==> config.mk <==
export PLATFORM = sky130hd
export DESIGN_NAME = im_loader
export DESIGN_NICKNAME = d
export VERILOG_FILES = /design/src/rtl/im_loader_pkg.sv /design/src/rtl/im_byte_asm.sv /design/src/rtl/im_loader.sv
export SDC_FILE = /design/constraint.sdc
export NUM_CORES = 1
export LEC_CHECK = 0
export BUFFER_PORTS_ARGS = -buffer_cell sky130_fd_sc_hd__clkbuf_2
export CORE_MARGIN = 2
export CORE_UTILIZATION = 55
export CTS_BUF_LIST = sky130_fd_sc_hd__clkbuf_16
export DETAILED_ROUTE_END_ITERATION = 7
export PLACE_DENSITY = 0.79
export SLEW_MARGIN = 20
export SYNTH_ARGS = -nofsm -noshare
export SYNTH_HDL_FRONTEND = slang
export SYNTH_HIERARCHICAL = 1
export SYNTH_SLANG_ARGS = --single-unit
export TNS_END_PERCENT = 5
==> constraint.sdc <==
create_clock -name clk -period 2.7 [get_ports clk]
set_input_delay 0.135 -clock clk [delete_from_list [all_inputs] [get_ports clk]]
set_output_delay 0.135 -clock clk [all_outputs]
set_load 0.1 [all_outputs]
==> src/rtl/im_loader_pkg.sv <==
// im_loader_pkg
// Shared definitions for the instruction-memory boot loader.
//   IM_DEPTH       : default instruction memory depth in words
//   BYTES_PER_WORD : stream bytes assembled into one instruction word
//   state_t        : loader FSM encoding (CSUM is only reachable when the
//                    IM_LOADER_CSUM_EN build option is defined)
package im_loader_pkg;

  localparam int IM_DEPTH       = 32;
  localparam int BYTES_PER_WORD = 4;

  typedef enum logic [2:0] {
    ST_IDLE  = 3'd0,
    ST_LOAD  = 3'd1,
    ST_WRITE = 3'd2,
    ST_CSUM  = 3'd3,
    ST_DONE  = 3'd4
  } state_t;

endpackage

==> src/rtl/im_byte_asm.sv <==
// im_byte_asm
// Assembles big-endian 32-bit words from a byte stream. The first accepted
// byte of a word ends up in bits [31:24], the fourth in bits [7:0].
// Ports:
//   clk        : system clock, rising edge
//   rst_n      : asynchronous active-low reset
//   clear      : synchronous clear of counter, shift register and full flag
//   accept     : a byte is taken this cycle
//   byte_data  : the byte being taken
//   word       : assembled word (valid while word_full is high)
//   word_last  : the next accepted byte completes the word
//   word_full  : high for exactly the cycle after the 4th byte is taken
module im_byte_asm
  import im_loader_pkg::*;
(
  input  logic        clk,
  input  logic        rst_n,
  input  logic        clear,
  input  logic        accept,
  input  logic [7:0]  byte_data,
  output logic [31:0] word,
  output logic        word_last,
  output logic        word_full
);

  logic [1:0]  cnt_reg;
  logic [31:0] shift_reg;
  logic        full_reg;

  assign word_last = (cnt_reg == 2'(BYTES_PER_WORD - 1));
  assign word      = shift_reg;
  assign word_full = full_reg;

  always_ff @(posedge clk or negedge rst_n) begin
    if (!rst_n) begin
      cnt_reg   <= 2'd0;
      shift_reg <= 32'd0;
      full_reg  <= 1'b0;
    end else if (clear) begin
      cnt_reg   <= 2'd0;
      shift_reg <= 32'd0;
      full_reg  <= 1'b0;
    end else begin
      full_reg <= accept && word_last;
      if (accept) begin
        // Shifting left makes the earliest byte the MSB after four bytes;
        // the 2-bit counter wraps to zero for the next word.
        shift_reg <= {shift_reg[23:0], byte_data};
        cnt_reg   <= cnt_reg + 2'd1;
      end
    end
  end

endmodule

==> src/rtl/im_loader.sv <==
// im_loader
// Boot-time writer for the instruction memory. Takes a byte stream over a
// valid/ready handshake, assembles big-endian 32-bit instruction words and
// writes them to consecutive word addresses starting at 0, holding the CPU
// in stall until the image has been loaded.
// Build option: IM_LOADER_CSUM_EN adds a trailing checksum byte (XOR of all
// image bytes) after the last word; a mismatch sets err.
// Ports:
//   clk, rst_n         : clock (rising edge), asynchronous active-low reset
//   start, len         : one-cycle load request and word count (sampled on start)
//   byte_valid/ready   : stream handshake, byte_data is the payload
//   im_we/addr/wdata   : IM write port (byte address, word aligned)
//   cpu_hold           : stall CPU/PC while high
//   done, err          : load-complete and load-error levels
module im_loader
  import im_loader_pkg::*;
#(
  parameter int ADDR_W = $clog2(IM_DEPTH),
  parameter int LEN_W  = ADDR_W + 1
) (
  input  logic             clk,
  input  logic             rst_n,
  input  logic             start,
  input  logic [LEN_W-1:0] len,
  input  logic             byte_valid,
  input  logic [7:0]       byte_data,
  output logic             byte_ready,
  output logic             im_we,
  output logic [31:0]      im_addr,
  output logic [31:0]      im_wdata,
  output logic             cpu_hold,
  output logic             done,
  output logic             err
);

  localparam int DEPTH = 1 << ADDR_W;

  state_t            state_reg, state_next;
  logic [ADDR_W-1:0] word_idx_reg, word_idx_next;
  logic [LEN_W-1:0]  len_reg, len_next;
  logic              err_reg, err_next;
  logic [31:0]       addr_hold_reg, wdata_hold_reg;
  logic              asm_clear;
  logic              accept;
  logic [31:0]       asm_word;
  logic              word_last;
  logic              word_full;
  logic [31:0]       addr_live;
`ifdef IM_LOADER_CSUM_EN
  logic [7:0]        csum_reg, csum_next;
`endif

`ifdef IM_LOADER_CSUM_EN
  assign byte_ready = (state_reg == ST_LOAD) || (state_reg == ST_CSUM);
`else
  assign byte_ready = (state_reg == ST_LOAD);
`endif
  assign accept   = byte_valid && byte_ready;
  assign done     = (state_reg == ST_DONE);
  assign cpu_hold = (state_reg != ST_DONE);
  assign err      = err_reg;

  assign addr_live = {{(32-ADDR_W-2){1'b0}}, word_idx_reg, 2'b00};

  // word_full is high exactly during WRITE, so it doubles as the write strobe.
  // Outside that cycle the port shows the last written address/data.
  assign im_we    = word_full;
  assign im_addr  = word_full ? addr_live : addr_hold_reg;
  assign im_wdata = word_full ? asm_word  : wdata_hold_reg;

  im_byte_asm u_asm (
    .clk       (clk),
    .rst_n     (rst_n),
    .clear     (asm_clear),
    .accept    (accept && (state_reg == ST_LOAD)),
    .byte_data (byte_data),
    .word      (asm_word),
    .word_last (word_last),
    .word_full (word_full)
  );

  always_ff @(posedge clk or negedge rst_n) begin
    if (!rst_n) begin
      state_reg      <= ST_IDLE;
      word_idx_reg   <= '0;
      len_reg        <= '0;
      err_reg        <= 1'b0;
      addr_hold_reg  <= 32'd0;
      wdata_hold_reg <= 32'd0;
`ifdef IM_LOADER_CSUM_EN
      csum_reg       <= 8'd0;
`endif
    end else begin
      state_reg    <= state_next;
      word_idx_reg <= word_idx_next;
      len_reg      <= len_next;
      err_reg      <= err_next;
`ifdef IM_LOADER_CSUM_EN
      csum_reg     <= csum_next;
`endif
      if (word_full) begin
        addr_hold_reg  <= addr_live;
        wdata_hold_reg <= asm_word;
      end
    end
  end

  always_comb begin
    state_next    = state_reg;
    word_idx_next = word_idx_reg;
    len_next      = len_reg;
    err_next      = err_reg;
    asm_clear     = 1'b0;
`ifdef IM_LOADER_CSUM_EN
    csum_next     = csum_reg;
`endif
    case (state_reg)
      ST_IDLE, ST_DONE: begin
        if (start) begin
          err_next      = 1'b0;
          asm_clear     = 1'b1;
          word_idx_next = '0;
`ifdef IM_LOADER_CSUM_EN
          csum_next     = 8'd0;
`endif
          if (len == '0) begin
            state_next = ST_DONE;
          end else if (len > LEN_W'(DEPTH)) begin
            err_next   = 1'b1;
            state_next = ST_DONE;
          end else begin
            len_next   = len;
            state_next = ST_LOAD;
          end
        end
      end
      ST_LOAD: begin
        if (byte_valid) begin
`ifdef IM_LOADER_CSUM_EN
          csum_next = csum_reg ^ byte_data;
`endif
          if (word_last) begin
            state_next = ST_WRITE;
          end
        end
      end
      ST_WRITE: begin
        // len_reg is at least 1 here, so len_reg-1 cannot underflow and
        // word_idx stops at the last word instead of wrapping.
        if ({1'b0, word_idx_reg} == len_reg - LEN_W'(1)) begin
`ifdef IM_LOADER_CSUM_EN
          state_next = ST_CSUM;
`else
          state_next = ST_DONE;
`endif
        end else begin
          word_idx_next = word_idx_reg + ADDR_W'(1);
          state_next    = ST_LOAD;
        end
      end
`ifdef IM_LOADER_CSUM_EN
      ST_CSUM: begin
        if (byte_valid) begin
          if (byte_data != csum_reg) begin
            err_next = 1'b1;
          end
          state_next = ST_DONE;
        end
      end
`endif
      default: state_next = ST_IDLE;
    endcase
  end

endmodule

==> flow_summary.yaml <==
run_status:
  status: "completed"
sta:
  hold_ws_ns: 0.0176
  rsz0062_at_grt: "no"
  setup_viol_count_final: 0
  finalCriticalPeriod_ns: 2.36
  clock_skew_ns: 0.00497
  drv_slew: 0
  fmax_ghz: 0.423
  hold_viol: 0
  slew_headroom_pct: 51.3
  worst_slack_ns: 0.336
  worstMarginPinSlew_ns: 0.731
  fin_crit_sh_pct: 87.6
cts:
  cts_buffers: 17
  cts.clk_slew.worst_paths_ns: 0.05
  cts_tree: "done"
  cts.sinks: 114
  cts_root_buf: "clkbuf_16"
  htreeDepth: 4
  cts_buffer_depth: 2
  clk_latency_ns: 0.40
  post-cts-setup-buffers: 0
synth:
  yosysTopAreaCellShare_pct: 62.4
  ys_top_cells_by_count: "dfrtp_1, nor2_1, mux2_2"
  yosys-mux-area-fraction_pct: 17.8
  synth_edf_count: 0
  synth-simple-area-share_pct: 10.6
  yosysMostFrequentCell: "dfrtp_1"
  yosysWarnings: 6
  synthCells: 346
  ys_seq_elements: 114
  avgSynthCellArea_sq_um: 13.2
  synth_top_family_by_area: "multiplexers"
  yosysTopAreaCell: "dfrtp_1"
  synth_area_sq_mm: 0.00457
  ys_seq_area_share_pct: 62.4
  synth_xor_xnor_area_share_pct: 1.34
  yosys-top-cells-area: "dfrtp_1, mux2_2, mux2i_1"
  synth_compound_gate_area_share_pct: 3.34
  synthAdderAreaFrac_pct: 0.821
  synth.distinct_cells: 38
  ys.flop_type: "dfrtp_1"
  syn_nets: 367
  postSynth.asyncResetShare_pct: 100
drt:
  totalWireLength_um: 8980
  route.detailed.drc: 0
  drtIter0Drc: 140
  via_count: 2983
  firstDrtPassIters: 4
  ant_nets: 0
  wl_per_cell_um: 15.8
  via_per_inst: 5.26
power:
  power_density_mw_per_mm2: 930
  combPwrFrac_pct: 18.7
  p_clk_share_pct: 44.3
  internal-power_mw: 3.83
  switching_power_mw: 1.58
  ir_worst_vdd_v: 0.000813
  switching_share_pct: 29.2
  power_mw: 5.42
  leakagePower_nw: 3.03
  power.share.sequential_pct: 37.0
place:
  gp_congestion: 0.816
  dp_hpwl_um: 5580
  post-place-ws_ns: 0.652
  io_buffer_count: 86
  placed_area_sq_mm: 0.00508
global_route:
  grt_pass1_vias: 3045
  grt_pass1_wl_um: 14700
  grtUsageTotal_pct: 21.4
  antenna_found_initial: 0
  overflow: 0
  grt_max_degree: 60
worst_setup_path:
  crit_path_top_delay_cell: "dfrtp_2"
  cp_data_required_time_ns: 2.57
  cp_max_fo: 40
  r2r_start: "len_reg[0]"
  r2r_setup_slack_ns: 0.59
  cp_cell_sequence: "buf_12 -> mux2_2 -> clkbuf_2"
  crit_arrival_ns: 2.23
  start_kind: "flip-flop"
  end_kind: "primary output"
  critical_path.max_stage_delay_ns: 0.76
  ff2ff_path_depth: 7
  reg2reg_to: "word_idx_reg[2]"
  criticalPathCategory: "flip-flop to primary output"
die:
  dieHeight_um: 95.2
  num_io_pins: 87
  row_count: 33
  start_util_pct: 56.2
  dieArea_sq_mm: 0.00906
  die_w_um: 95.2
  core_sq_mm: 0.00813
min_path:
  min_path_type: "input port to flip-flop"
  whs_path_depth: 3
  hold_end: "u_asm/word[0]"
  worst_hold_startpoint: "byte_data[0]"
cells_and_area:
  diodes: 0
  drive_gt1_share_pct: 35.9
  num-fill-cells: 566
  nNetsFinal: 470
  area_delta_synth_final_pct: 27.4
  fin_area_sq_mm: 0.00582
job:
  max_cap_viol_count: 0
how the worst max path moves through the flow:
stage               startpoint          endpoint  slack (ns)
6_report       u_asm/word_full        im_addr[5]        0.34
5_1_grt        u_asm/word_full        im_addr[5]        0.26
4_1_cts        u_asm/word_full      im_wdata[10]        0.33
3_5_place_dp        len_reg[0]   word_idx_reg[4]        0.65
3_3_place_gp   u_asm/word_full      im_wdata[10]        0.75
2_1_floorplan  u_asm/word_full  addr_hold_reg[0]       -0.23
placed cells by master, fill, tap and decap left out, types with 2 or more instances in the layout:
master and n:
mux2_4 3, clkinv_2 3, clkbuf_16 17, a21oi_1 2
buf_12 3, buf_4 2, o21ai_0 8, bufinv_16 5
or3_1 2, nor2_1 38, xor2_1 3, dfrtp_1 113
nand3_1 5, dlygate4sd3_1 10, ha_1 3, nor2b_1 28
and3_1 3, nand2_1 11, nor3_1 3, clkinv_4 3
inv_1 12, mux2i_1 35, mux2_2 37, a31oi_1 2
and3b_1 2, xnor2_1 4, clkbuf_2 85, o311ai_0 3
per-layer routing:
layer	track usage, %	vias to the layer above	wire, um
li1	-	1387	-
met1	27.5	1508	3890
met2	35.2	80	4600
met3	5.85	8	408
met4	7.61	0	83
met5	0	-	0
power groups by stage:
| stage | clock [mW] | sequential (mW) | combinational (mW) |
|---|---|---|---|
| floorplan | 0 | 2.04 | 0.804 |
| global placement | 0 | 2.02 | 0.969 |
| detailed placement | 0 | 2.03 | 0.995 |
| CTS | 2.44 | 2.00 | 1.02 |
| global route | 2.52 | 2.03 | 1.10 |
| finish | 2.40 | 2.01 | 1.01 |
kinds of logic (layout without fill, tap and decap cells):
kind of cell	count (synthesis)	in the layout
DFF	114	114
and+or+nand+nor	98	98
muxes	75	75
buffers and inverters	27	143
AOI/OAI and AO/OA	22	22
xor gates and xnor gates	7	7
adders and majority gates	3	3
through the flow:
stage               util, %  setup TNS, ns  instances
floorplan                 -          -8.05        346
detailed placement     62.5              0        525
CTS                    71.6              0        567
finish                 71.6              0        567
global placement       62.5              0        525
global route           71.6              0        567
worst max-delay path, delay by kind of cell, from the launching register on:
family	cells	cell delay, ns
flip-flops	1	0.76
buffers and inverters	2	0.65
multiplexers	1	0.38
cell type report:
cell class	count	area (sq um)	area share [%]
flip-flops and latches	114	2850	49.0
multi-input cells	205	1560	26.7
repair buffers	100	601	10.3
clock buffers	17	425	7.30
clock inverters	15	215	3.69
well taps	105	131	2.26
inverters	11	41.3	0.709
timing repair:
item                                   CTS  global route
hold buffers                            10             0
endpoints found under the hold margin   67             0
gates resized for setup                  0             0
Power figures use the tool's default switching activity.
